$ cat config.mk
export PLATFORM = sky130hd
export DESIGN_NAME = cdc_event_feeder
export DESIGN_NICKNAME = d
export VERILOG_FILES = /design/src/rtl/cdc_event_feeder.sv
export SDC_FILE = /design/constraint.sdc
export NUM_CORES = 1
export LEC_CHECK = 0
export CAP_MARGIN = 40
export CORE_MARGIN = 10
export CORE_UTILIZATION = 46
export DETAILED_ROUTE_END_ITERATION = 6
export GPL_TIMING_DRIVEN = 0
export PLACE_DENSITY = 0.79
export SLEW_MARGIN = 5
export SYNTH_ARGS = -nofsm -noshare
export SYNTH_HDL_FRONTEND = slang
export SYNTH_SLANG_ARGS = --single-unit
$ cat constraint.sdc
create_clock -name clk -period 3.6 [get_ports clk]
set_clock_uncertainty 0.2 [all_clocks]
set_input_delay 0.9 -clock clk [delete_from_list [all_inputs] [get_ports clk]]
set_output_delay 0.9 -clock clk [all_outputs]
set_load 0.05 [all_outputs]
$ cat src/rtl/cdc_event_feeder.sv
// Source-domain feeder that queues event counts and meters them out as single-cycle pulses into a pulse CDC FIFO.
// Optional high-water-mark tracking is built only when CDC_EVENT_FEEDER_HWM_EN is defined.
module cdc_event_feeder #(
   parameter int CNT_WIDTH = 8,
   parameter int EVT_W     = 2
) (
   input  logic                 clk,
   input  logic                 rst_n,
   input  logic                 evt_valid,
   input  logic [EVT_W-1:0]     evt_cnt,
   input  logic                 enable,
   input  logic                 flush,
   input  logic                 full,
   input  logic                 ovf_clr,
   output logic                 sigin,
   output logic [CNT_WIDTH-1:0] pending,
   output logic                 idle,
   output logic                 ovf_sticky,
   output logic [CNT_WIDTH-1:0] hwm
);

   localparam logic [CNT_WIDTH:0] MAX = {1'b0, {CNT_WIDTH{1'b1}}};

   logic                 r_sigin;
   logic [CNT_WIDTH-1:0] r_pending;
   logic                 r_ovf_sticky;

   logic                 w_issue;
   logic [CNT_WIDTH:0]   w_add;
   logic [CNT_WIDTH:0]   w_sum;
   logic                 w_sat;
   logic [CNT_WIDTH-1:0] w_next_pending;

   // Issue looks only at register values, so an event added this cycle cannot leave this cycle.
   assign w_issue = enable & ~full & (r_pending != '0) & ~flush;
   assign w_add   = evt_valid ? {{(CNT_WIDTH+1-EVT_W){1'b0}}, evt_cnt} : '0;
   // One extra bit holds pending+add; issue implies pending>0 so the subtraction never underflows.
   assign w_sum   = {1'b0, r_pending} + w_add - {{CNT_WIDTH{1'b0}}, w_issue};
   assign w_sat   = ~flush & (w_sum > MAX);

   always_comb begin
      w_next_pending = w_sum[CNT_WIDTH-1:0];
      if (flush)
         w_next_pending = '0;
      else if (w_sat)
         w_next_pending = MAX[CNT_WIDTH-1:0];
   end

   always_ff @(posedge clk or negedge rst_n) begin
      if (!rst_n) begin
         r_sigin      <= 1'b0;
         r_pending    <= '0;
         r_ovf_sticky <= 1'b0;
      end else begin
         r_sigin   <= w_issue;
         r_pending <= w_next_pending;
         if (w_sat)
            r_ovf_sticky <= 1'b1;
         else if (ovf_clr)
            r_ovf_sticky <= 1'b0;
      end
   end

`ifdef CDC_EVENT_FEEDER_HWM_EN
   logic [CNT_WIDTH-1:0] r_hwm;

   // ovf_clr restarts the watermark from the value pending is about to take.
   always_ff @(posedge clk or negedge rst_n) begin
      if (!rst_n)
         r_hwm <= '0;
      else if (ovf_clr)
         r_hwm <= w_next_pending;
      else if (w_next_pending > r_hwm)
         r_hwm <= w_next_pending;
   end

   assign hwm = r_hwm;
`else
   assign hwm = '0;
`endif

   assign sigin      = r_sigin;
   assign pending    = r_pending;
   assign ovf_sticky = r_ovf_sticky;
   assign idle       = (r_pending == '0) & ~r_sigin;

endmodule
-- After elaboration in Yosys (flattened, before gate mapping)
Index checks and enable logic that the tools add are counted.
- register bits after elaboration: 10
- output and inout port bits: 19
- word-level logic and storage cells: 22
- add/subtract/negate cells: 2
- order comparisons: 1
- multiplexer cells: 5
- bitwise gates (word level): 8
- reduce and logical (&&, ||, !) cells: 3
- operators by type and width (kind ; count):
    $mux 8 ; 2
    $add 8x2->9 ; 1
    $gt 9x8->1 const B ; 1
    $sub 9x1->9 ; 1
    $logic_not 8->1 ; 1
    $reduce_bool 8->1 ; 1
    $and 1x1->1 ; 5
    $not 1->1 ; 3
    $mux 1 ; 2
    $mux 2 ; 1
    $reduce_bool 2->1 ; 1

-- Longest topological paths before layout
- depth after elaboration: 9
- depth in mapped cells: 13
- depth with buffers taken out: 13

-- Worst setup path after synthesis
Ideal clock, no wire load.
- path kind: reg-to-reg
- start: reg r_pending[7], in the netlist pending[7]
- end: reg r_ovf_sticky, in the netlist ovf_sticky
- library setup time: 0.134 ns
- arrival: 3.195 ns
- required time: 3.266 ns
- slack: 0.071 ns
- cell stages (with the launch flop): 14
- buffers on the path: 0
- clock period less this slack: 3.529 ns
- cell sequence: dfrtp_1 inv_1 ha_1 nand4_1 and3_1 ha_1 inv_1 ha_1 fa_1 a211o_1 a311oi_2 a21oi_2 xnor2_4 o22ai_2
- cells in the longest elaborated chain, start to end: 7
- elaborated cells between the ends (all ways): 9
- classes of those cells: add/sub (2); order compare (1); mux (1); bitwise (3); reduce/logical (2)
- RTL lines (element ; line ; text):
    start, declared ; 25 ; logic [CNT_WIDTH-1:0] r_pending;
    start signal, assigned ; 56 ; r_pending <= w_next_pending;
    $reduce_bool 8->1 (*) ; 35 ; assign w_issue = enable & ~full & (r_pending != '0) & ~flush;
    $and 1x1->1 (*) (2 in a row) ; 35 ;
    via w_issue ; 28 ; logic w_issue;
    $sub 9x1->9 (*) ; 38 ; assign w_sum = {1'b0, r_pending} + w_add - {{CNT_WIDTH{1'b0}}, w_issue};
    $gt 9x8->1 (*) ; 39 ; assign w_sat = ~flush & (w_sum > MAX);
    $and 1x1->1 (*) ; 39 ;
    $mux 1 or $reduce_bool 2->1 (tied branches) ; -- ;
    end signal, assigned ; 53 ; r_ovf_sticky <= 1'b0;
    end signal, assigned ; 58 ; r_ovf_sticky <= 1'b1;
    end signal, assigned ; 60 ; r_ovf_sticky <= 1'b0;
    end, declared ; 26 ; logic r_ovf_sticky;
The timed path passes the listed nets; every way through them passes the cells marked *.
A chain may end at the register's enable or synchronous reset.

-- Final worst setup path
- start: in enable
- end: reg r_pending[0], in the netlist pending[0]
- cells in the longest elaborated chain, start to end: 8
- RTL lines (element ; line ; text):
    start, declared ; 11 ; input logic enable,
    $and 1x1->1 (*) (3 in a row) ; 35 ;
    via w_issue ; 28 ;
    $sub 9x1->9 (*) ; 38 ;
    $gt 9x8->1 ; 39 ;
    $and 1x1->1 ; 39 ;
    $mux 8 (*) ; 45 ; else if (w_sat)
    $mux 8 (*) ; 43 ; if (flush)
    via w_next_pending[0] ; 32 ; logic [CNT_WIDTH-1:0] w_next_pending;
Marked as above.

==> impl_metrics.env <==
export IMPL_post_route_period_util_pct=97.7
export IMPL_grt_pass1_wl_um=3800
export IMPL_antenna_found_initial=0
export IMPL_synthArstFlopShare_pct=100
export IMPL_port_buffers=18
export IMPL_syn_to_final_growth_pct=37.7
export IMPL_grt_max_degree=11
export IMPL_slowest_stage="clkdlybuf4s50_1"
export IMPL_yosysWarnings=0
export IMPL_cp_arrival_ns=3.52
export IMPL_dp_hpwl_um=1650
export IMPL_whs_path_depth=2
export IMPL_grt_usage_pct=11.3
export IMPL_cap_viol_max_count=0
export IMPL_max_freq_mhz=284
export IMPL_syn_instance_count=96
export IMPL_postRouteAntennaNets=0
export IMPL_die_w_um=64.1
export IMPL_finalNetCount=152
export IMPL_yosys_area_top_type="dfrtp_1"
export IMPL_drc=0
export IMPL_status="completed"
export IMPL_required_ns=3.61
export IMPL_min_period_ns=3.52
export IMPL_ys_flop_type="dfrtp_1"
export IMPL_syn_cell_area_um2=893
export IMPL_drt_iter0_markers=4
export IMPL_via_count=725
export IMPL_clockBufferDepth=2
export IMPL_die_area_um2=4100
export IMPL_placed_area_um2=1130
export IMPL_via_per_inst=4.77
export IMPL_pre_cts_slack_ns=-0.502
export IMPL_coreArea_um2=1780
export IMPL_worstPathMaxFanout=8
export IMPL_crit_cells=12
export IMPL_wl_um=2200
export IMPL_die_y_um=64.1
export IMPL_num_io_pins=28
export IMPL_std_cell_rows=15
export IMPL_crit_chain="clkdlybuf4s50_1, and3_4, ha_1, inv_2, ha_4, fa_2, a211o_1, a311oi_2, a21oi_2, xnor2_4, buf_12, a21oi_2"
export IMPL_postSynthAreaPerCell_um2=9.31
export IMPL_start_util_pct=50.1
export IMPL_cts_tree="yes"
export IMPL_setup_tns_ns=0
export IMPL_finalHoldViolCount=0
export IMPL_design_area_um2=1230
export IMPL_setup_ws_ns=0.0816
export IMPL_dp_cells=146
export IMPL_htree_num_levels=1
export IMPL_grt_remaining_overflow=0
export IMPL_worst_pin_slew_ns=0.510
export IMPL_grt_pass1_vias=815
export IMPL_path_buf_inv=3
export IMPL_routedWlPerCell_um=14.5
export IMPL_maxSlewViolCount=0
export IMPL_cts_buffers=3
export IMPL_yosysMostFrequentCell="inv_1"
export IMPL_cpPeakStageDelay_ns=0.39
export IMPL_synth_top_area_share_pct=28.0
export IMPL_cp_common_cell="a21oi_2"
export IMPL_crit_family="compound AO/OA/AOI/OAI gates"
export IMPL_cts_root_buffer="clkbuf_4"
export IMPL_clk_latency_ns=0.27
export IMPL_slew_headroom_pct=65.9
export IMPL_gp_congestion=0.802
export IMPL_ys_seq_area_share_pct=28.0
export IMPL_synth_common_cells="inv_1 (14), ha_1 (13), a21oi_1 (12), dfrtp_1 (10)"
export IMPL_critPathKind="primary input to register"
export IMPL_worst_setup_path_end_kind="register"
export IMPL_synth_seq_cells=10
export IMPL_hold_path_class="register to register"
export IMPL_synth_area_leaders="dfrtp_1 (28%), ha_1 (18%), a21oi_1 (6.7%)"
export IMPL_drive_above_1_share_pct=25.2
export IMPL_setup_violations_final=0
export IMPL_dr_pass1_iters=4
export IMPL_clkSinkCount=10
export IMPL_clk_pin_slew_worst_paths_ns=0.07
export IMPL_ys_types=30
export IMPL_finalNonFillerCells=152
export IMPL_diodes=0
export IMPL_worstSetupStartpointType="primary input"
export IMPL_r2r_cells=14
export IMPL_synth_edf_count=0
-- logic make-up after synthesis --
logic type               Yosys count  synth area share, %
buffers and inverters             23                 13.9
AO/OA/AOI/OAI                     20                 15.3
AND/OR/NAND/NOR                   20                 12.0
adder cells (fa/ha/maj)           14                 20.4
flip-flops                        10                 28.0
XOR/XNOR                           8                 9.94
other                              1                0.420
-- worst paths after layout --
path / start / endpoint / slack (ns)
worst max-delay path: enable / pending[0] / 0.08
worst min-delay path: ovf_sticky / ovf_sticky / 0.34
worst max register to register: pending[7] / pending[0] / 0.19
worst min register to register: ovf_sticky / ovf_sticky / 0.34
max in group asynchronous: rst_n / pending[5] / 2.12
min in group asynchronous: rst_n / sigin / 0.75
-- area by class of cell --
class	count	area, µm²
Fill cell	130	553
Sequential cell	10	250
Buffer	9	71.3
Timing Repair Buffer	21	214
Multi-Input combinational cell	70	588
Clock buffer	3	22.5
Tap cell	25	31.3
Inverter	14	52.6
-- stage by stage --
step	util, %	hold slack (ns)
final	69.0	0.342
after global routing	69.0	0.400
after CTS	68.3	0.341
after detailed placement	63.4	0.334
after global placement	63.4	0.325
after floorplan	-	0.404
-- worst min-delay path, delay by kind of cell, from the launching register on --
family / cells / cell delay (ns)
flip-flops: 1 / 0.38
buffers and inverters: 1 / 0.07
AO/OA/AOI/OAI: 1 / 0.06
-- sequential cells by signal, indices dropped and copies added (netlist names) --
| signal | count |
|---|---|
| pending | 8 |
| sigin | 1 |
| ovf_sticky | 1 |
-- per-layer routing --
layer  vias to the layer above  GRT usage [%]  wire, µm
met3                         5           2.79       110
met2                        15           20.8      1180
met5                         -              0         0
met1                       341           12.2       874
li1                        364              -         -
met4                         0           4.10        36
-- layout by cell type (no fill, tap or decap), types with 3 or more instances in the layout --
master / Yosys / routed
xnor2_1: 4 / 4
inv_1: 14 / 13
a21oi_2: 1 / 7
a21oi_1: 12 / 6
clkdlybuf4s50_1: 0 / 17
nor2_1: 8 / 8
buf_4: 8 / 10
conb_1: 1 / 8
nand2_1: 3 / 3
dfrtp_1: 10 / 10
clkbuf_4: 0 / 3
xor2_1: 3 / 3
ha_1: 13 / 12
-- what timing repair did --
action | 4_1_cts | 5_1_grt
hold buffers | 0 | 0
setup endpoints to repair | 8 | 8
resized for setup | 11 | 1
setup buffers | 2 | 1
gates cloned | 0 | 0
pin swaps | 8 | 6
Power is left out: the tool's default activity adds up to more than one toggle a clock period on the data nets, which glitch-free logic cannot reach.
